--- config.mk ---
export PLATFORM = sky130hd
export DESIGN_NAME = ttl_74193_sequencer_flat
export DESIGN_NICKNAME = d
export VERILOG_FILES = /design/src/rtl/ttl_74193_sequencer_if.sv /design/src/rtl/ttl_74193_sequencer.sv /design/src/flat_wrapper.sv
export SDC_FILE = /design/constraint.sdc
export NUM_CORES = 1
export LEC_CHECK = 0
export BUFFER_PORTS_ARGS = -buffer_cell sky130_fd_sc_hd__buf_2
export CELL_PAD_IN_SITES_DETAIL_PLACEMENT = 0
export CELL_PAD_IN_SITES_GLOBAL_PLACEMENT = 1
export CORE_ASPECT_RATIO = 0.8
export CORE_MARGIN = 1
export CORE_UTILIZATION = 40
export CTS_CLUSTER_SIZE = 12
export DETAILED_ROUTE_END_ITERATION = 16
export HOLD_SLACK_MARGIN = 0.06
export PLACE_DENSITY = 0.8
export SLEW_MARGIN = 20
export SYNTH_ARGS = -nofsm -noshare
export SYNTH_HDL_FRONTEND = slang
export SYNTH_SLANG_ARGS = --single-unit
--- constraint.sdc ---
create_clock -name CLK -period 2.2 [get_ports CLK]
set_input_delay 0.44 -clock CLK [delete_from_list [all_inputs] [get_ports CLK]]
set_output_delay 0.44 -clock CLK [all_outputs]
set_load 0.03 [all_outputs]
--- src/rtl/ttl_74193_sequencer_if.sv ---
// Command handshake between the microsequencer (master) and the 74193 sequencer (slave).
interface ttl_74193_sequencer_if #(
  parameter int WIDTH = 4
);
  logic             cmd_valid;
  logic             cmd_ready;
  logic [1:0]       cmd_op;
  logic [WIDTH-1:0] cmd_data;

  modport master (output cmd_valid, output cmd_op, output cmd_data, input cmd_ready);
  modport slave  (input cmd_valid, input cmd_op, input cmd_data, output cmd_ready);
endinterface

--- src/rtl/ttl_74193_sequencer.sv ---
// Drives a 74193-style up/down counter with timed control pulses and verifies its
// outputs against a shadow count after each command.
module ttl_74193_sequencer #(
  parameter int WIDTH         = 4,
  parameter int PULSE_CYCLES  = 2,
  parameter int SETTLE_CYCLES = 2
) (
  input  logic                  CLK,
  input  logic                  MR_bar,
  ttl_74193_sequencer_if.slave  cmd,
  output logic                  done,
  output logic                  err,
  output logic [WIDTH-1:0]      count,
  output logic                  CPU,
  output logic                  CPD,
  output logic                  PL_bar,
  output logic                  MR,
  output logic [WIDTH-1:0]      D,
  input  logic [WIDTH-1:0]      Q
);
  localparam int TMAX = (PULSE_CYCLES > SETTLE_CYCLES) ? PULSE_CYCLES : SETTLE_CYCLES;
  localparam int TW   = $clog2(TMAX + 1);
  localparam logic [TW-1:0] T_PULSE  = TW'(PULSE_CYCLES - 1);
  localparam logic [TW-1:0] T_SETTLE = TW'(SETTLE_CYCLES - 1);

  localparam logic [1:0] OP_UP    = 2'b00;
  localparam logic [1:0] OP_DOWN  = 2'b01;
  localparam logic [1:0] OP_LOAD  = 2'b10;
  localparam logic [1:0] OP_CLEAR = 2'b11;

  typedef enum logic [2:0] {
    S_INIT,
    S_IDLE,
    S_ASSERT,
    S_SETTLE,
    S_CHECK
  } state_t;

  state_t           state, state_nxt;
  logic [TW-1:0]    timer, timer_nxt;
  logic             ready_nxt, done_nxt, err_nxt;
  logic             cpu_nxt, cpd_nxt, pl_bar_nxt, mr_nxt;
  logic [WIDTH-1:0] count_nxt, d_nxt;

  // Every output is a register so the counter chips never see combinational glitches.
  always_ff @(posedge CLK or negedge MR_bar) begin
    if (!MR_bar) begin
      state         <= S_INIT;
      timer         <= T_PULSE;
      cmd.cmd_ready <= 1'b0;
      done          <= 1'b0;
      err           <= 1'b0;
      count         <= '0;
      CPU           <= 1'b1;
      CPD           <= 1'b1;
      PL_bar        <= 1'b1;
      MR            <= 1'b1;
      D             <= '0;
    end else begin
      state         <= state_nxt;
      timer         <= timer_nxt;
      cmd.cmd_ready <= ready_nxt;
      done          <= done_nxt;
      err           <= err_nxt;
      count         <= count_nxt;
      CPU           <= cpu_nxt;
      CPD           <= cpd_nxt;
      PL_bar        <= pl_bar_nxt;
      MR            <= mr_nxt;
      D             <= d_nxt;
    end
  end

  always_comb begin
    state_nxt  = state;
    timer_nxt  = timer;
    ready_nxt  = cmd.cmd_ready;
    done_nxt   = 1'b0;
    err_nxt    = err;
    count_nxt  = count;
    cpu_nxt    = CPU;
    cpd_nxt    = CPD;
    pl_bar_nxt = PL_bar;
    mr_nxt     = MR;
    d_nxt      = D;

    case (state)
      S_INIT: begin
        if (timer == '0) begin
          state_nxt = S_SETTLE;
          timer_nxt = T_SETTLE;
          mr_nxt    = 1'b0;
        end else begin
          timer_nxt = timer - 1'b1;
        end
      end
      S_IDLE: begin
        if (cmd.cmd_valid && cmd.cmd_ready) begin
          state_nxt = S_ASSERT;
          timer_nxt = T_PULSE;
          ready_nxt = 1'b0;
          // Shadow count moves at accept; the counter catches up when the pulse releases.
          case (cmd.cmd_op)
            OP_UP: begin
              cpu_nxt   = 1'b0;
              count_nxt = count + 1'b1;
            end
            OP_DOWN: begin
              cpd_nxt   = 1'b0;
              count_nxt = count - 1'b1;
            end
            OP_LOAD: begin
              pl_bar_nxt = 1'b0;
              d_nxt      = cmd.cmd_data;
              count_nxt  = cmd.cmd_data;
            end
            default: begin
              mr_nxt    = 1'b1;
              count_nxt = '0;
              err_nxt   = 1'b0;
            end
          endcase
        end
      end
      S_ASSERT: begin
        if (timer == '0) begin
          state_nxt  = S_SETTLE;
          timer_nxt  = T_SETTLE;
          cpu_nxt    = 1'b1;
          cpd_nxt    = 1'b1;
          pl_bar_nxt = 1'b1;
          mr_nxt     = 1'b0;
        end else begin
          timer_nxt = timer - 1'b1;
        end
      end
      S_SETTLE: begin
        if (timer == '0) begin
          state_nxt = S_CHECK;
          done_nxt  = 1'b1;
        end else begin
          timer_nxt = timer - 1'b1;
        end
      end
      S_CHECK: begin
        state_nxt = S_IDLE;
        ready_nxt = 1'b1;
        if (Q != count) err_nxt = 1'b1;
      end
      default: begin
        state_nxt = S_INIT;
        timer_nxt = T_PULSE;
        mr_nxt    = 1'b1;
      end
    endcase
  end
endmodule

--- src/flat_wrapper.sv ---
// flat-port wrapper written by rule: the top's interface ports become plain ports
module ttl_74193_sequencer_flat 
#(
  parameter int WIDTH         = 4,
  parameter int PULSE_CYCLES  = 2,
  parameter int SETTLE_CYCLES = 2
)
  (CLK, MR_bar, done, err, count, CPU, CPD, PL_bar, MR, D, Q, cmd_cmd_valid, cmd_cmd_op, cmd_cmd_data, cmd_cmd_ready);
  ttl_74193_sequencer_if #(.WIDTH(WIDTH)) cmd_i ();
  input  logic CLK;
  input  logic MR_bar;
  output logic done;
  output logic err;
  output logic [WIDTH-1:0] count;
  output logic CPU;
  output logic CPD;
  output logic PL_bar;
  output logic MR;
  output logic [WIDTH-1:0] D;
  input  logic [WIDTH-1:0] Q;
  input wire logic [$bits(cmd_i.cmd_valid)-1:0] cmd_cmd_valid;
  input wire logic [$bits(cmd_i.cmd_op)-1:0] cmd_cmd_op;
  input wire logic [$bits(cmd_i.cmd_data)-1:0] cmd_cmd_data;
  output wire logic [$bits(cmd_i.cmd_ready)-1:0] cmd_cmd_ready;
  assign cmd_i.cmd_valid = cmd_cmd_valid;
  assign cmd_i.cmd_op = cmd_cmd_op;
  assign cmd_i.cmd_data = cmd_cmd_data;
  assign cmd_cmd_ready = cmd_i.cmd_ready;
  ttl_74193_sequencer #(.WIDTH(WIDTH), .PULSE_CYCLES(PULSE_CYCLES), .SETTLE_CYCLES(SETTLE_CYCLES)) u_core (.CLK(CLK), .MR_bar(MR_bar), .cmd(cmd_i), .done(done), .err(err), .count(count), .CPU(CPU), .CPD(CPD), .PL_bar(PL_bar), .MR(MR), .D(D), .Q(Q));
endmodule
==> summary.md <==
| Metric | Value |
|---|---|
| Run status | finished clean |
| Global-route wire length before repair | 4422 um |
| Top_reg_cell synth | dfrtp_1 |
| PostCTS Resize Cnt | 0 |
| Max_slew headroom | 71.30% |
| Core area | 2850 um^2 |
| Req. time, crit path | ~2.3 ns |
| CTS tree | built |
| Final Routed Wirelength | 2607 um |
| Area share of the largest cell type after synthesis | between 30% and 40% |
| # rows | 17 |
| Warnings from Yosys | 0 |
| Setup_tns | 0 ns |
| Total power | ~0.0021 W |
| Filler-free cell count of the finished design | 198 |
| Fraction of registers with async set/reset | 100.0% |
| Antenna violations before repair | 0 |
| RSZ-0062 raised after global routing | no |
| Vias | between 1k and 1.5k |
| M1 GR Usage | 26.06% |
| Final instance area | 1465 um^2 |
| Drt first pass iters | 4 |
| Max Freq | between 500 and 600 MHz |
| Average size of a mapped cell | approximately 9.4 um^2 |
| DR vias/cell | 5.111 |
| Placed cells | 194 |
| Clock Sinks | 20 |
| Fin. max-slew vios | 0 |
| Gr usage total | between 15 and 20% |
| Worst-Skew Late Latency | 0.26 ns |
| Die footprint | 3344 um^2 |
| Share of post-route cells with drive strength above 1 | between 30% and 40% |
| Tmin final | 1.766 ns |
| Synth top area cells | dfrtp_1 (30%), dfstp_2 (11%), mux2_2 (4.5%), nand2_1 (4.5%), a21oi_1 (4.4%) |
| Post-Syn Instances | 132 |
| Busiest grt layer | met1 |
| Final setup fails | 0 |
| # DRC | 0 |
| Part of the Yosys area used for sequential elements | 40.66% |
| Min-delay worst type | input port to asynchronous set/reset pin |
| Fin. Hold Viols | 0 |
| CTS max path bufs | 2 |
| Diode count | 0 |
| Met3 Resource Use GR | 4.605% |
| Crit-path max FO | 7 |
| Number of flops mapped to enable cells by yosys | 0 |
| Post-CTS Hold Fix Bufs | 0 |
| Area leader, netlist | dfrtp_1 |
| Root Buffer | clkbuf_8 |
| Die height | 51.93 um |
| Setup crit end kind | flop |
| Placed cell area | approximately 1400 um^2 |
| Total setup buffers inserted after CTS | 0 |
| TritonCTS Buffers | 3 |
| Synthesized flop and latch total | 20 |
| CP Launch Type | flop |
| Area of the mapped netlist | 1246 um^2 |
| Area growth, synth to finish | 17.57% |
| Pwr dens | ~1400 nW/um^2 |
| Largest net degree at the start of global routing | 21 |
| Drt initial violations | 15 |
| Syn nets | 149 |
| Unique cell type count in the Yosys netlist | 42 |
| Commonest cells post-synth | dfrtp_1 (15), nand2_1 (15), a21oi_1 (11), nor2_1 (9), o21ai_0 (9) |
| Total grt overflow | 0 |
| GP Congestion | 0.8078 |
| Final design utilization | 51.40% |
| Worst clock skew | ~0.010 ns |
| Worst-Margin Slew | between 0.4 and 0.5 ns |
| WL/cell | ~13 um |
| Crit share post-route | 80.28% |
| Ports | 28 |
| Vias in the first global route | 958 |
| Dpl hpwl | approximately 2000 um |
| WS Path Type | flop to flop |
| Die W | 64.41 um |
| NumNets Final | 178 |
| GR Layer Usage met2 | about a quarter |
| Clock transition at path regs | 0.08 ns |
| LEAKAGE | 0.6963 nW |
| Starting Density | 43.72% |
| Worst VDD drop | 663.2 uV |
| DRT antenna net count | 0 |
| I/O Buffers | 27 |
| Worst Path Arrival | between 1.5 and 2 ns |
| Max-cap viol count | 0 |
| H-tree levels | 1 |
## metrics by stage
stage	hold WS, ns	worst slack [ns]
floorplan	0.1444	0.2636
global placement	0.4118	0.2566
detailed placement	0.4112	0.2122
CTS	0.1280	0.4216
global route	0.1443	0.3026
finish	0.1076	0.4339
## layout make-up
type,count,area (um^2)
flip-flops and latches,20,506.7
well taps,38,47.55
multi-input cells,98,664.4
repair buffers,31,165.2
fillers,289,1385
inverters,7,26.28
clock buffers,4,55.05
## state kept, by name (all words and copies together) (netlist names)
register / count
u_core.count: 4
u_core.err: 1
u_core.PL_bar: 1
u_core.timer: 2
u_core.state: 3
u_core.MR: 1
u_core.CPD: 1
u_core.cmd.cmd_ready: 1
u_core.D: 4
u_core.done: 1
u_core.CPU: 1
## cell families after synthesis
kind of cell / share of synthesized area (%)
AO/OA/AOI/OAI: 19.48
buffers and inverters: 6.024
adder cells (fa/ha/maj): 4.016
AND/OR/NAND/NOR: 20.18
multiplexers: 6.124
flip-flops: 40.66
XOR/XNOR: 3.514
## routing by layer
layer,up-vias,routed length [um]
met3,2,118
met2,20,1094
met4,0,9
li1,519,-
met5,-,0
met1,471,1384
## placed cells by master, fill, tap and decap left out, types with 2 or more instances in the layout
cell | netlist | routed
nand2b_1 | 5 | 5
mux2_2 | 5 | 5
nor2_1 | 9 | 9
nand2_1 | 15 | 15
buf_4 | 3 | 4
ha_1 | 4 | 4
inv_1 | 7 | 7
mux2i_1 | 2 | 2
a21oi_1 | 11 | 11
dfstp_2 | 5 | 5
nor2b_1 | 4 | 4
dfrtp_1 | 15 | 15
xor2_1 | 5 | 5
buf_2 | 2 | 27
clkbuf_8 | 0 | 4
o22a_1 | 4 | 4
a31oi_1 | 2 | 2
o21ai_0 | 9 | 9
## final timing paths
check | start | endpoint | slack [ns] | cells after the start
worst max register to register | u_core.timer[0] | u_core.timer[1] | 0.43 | 6
worst min-delay path | MR_bar | u_core.state[2] | 0.11 | 1
worst max-delay path | u_core.timer[0] | u_core.timer[1] | 0.43 | 6
max in group asynchronous | MR_bar | u_core.CPU | 1.75 | 1
worst min register to register | u_core.err | u_core.err | 0.47 | 2
min in group CLK | cmd_cmd_data[3] | u_core.D[3] | 0.44 | 2
## power breakdown
part | switching, W | total [W] | internal, W
Clock | 0.000121 | 0.000280 | 0.000159
Sequential | 0.000174 | 0.000722 | 0.000548
Combinational | 0.000657 | 0.00109 | 0.000431
Total | 0.000953 | 0.00209 | 0.00114
## critical path, cell delays in order, from the launching register on
cell	delay, ns
dfstp_2	0.54
inv_1	0.07
ha_1	0.29
nand2_1	0.14
nor2_1	0.08
a221oi_2	0.18
mux2_2	0.36
No activity file was read; power rests on OpenSTA's default activity.
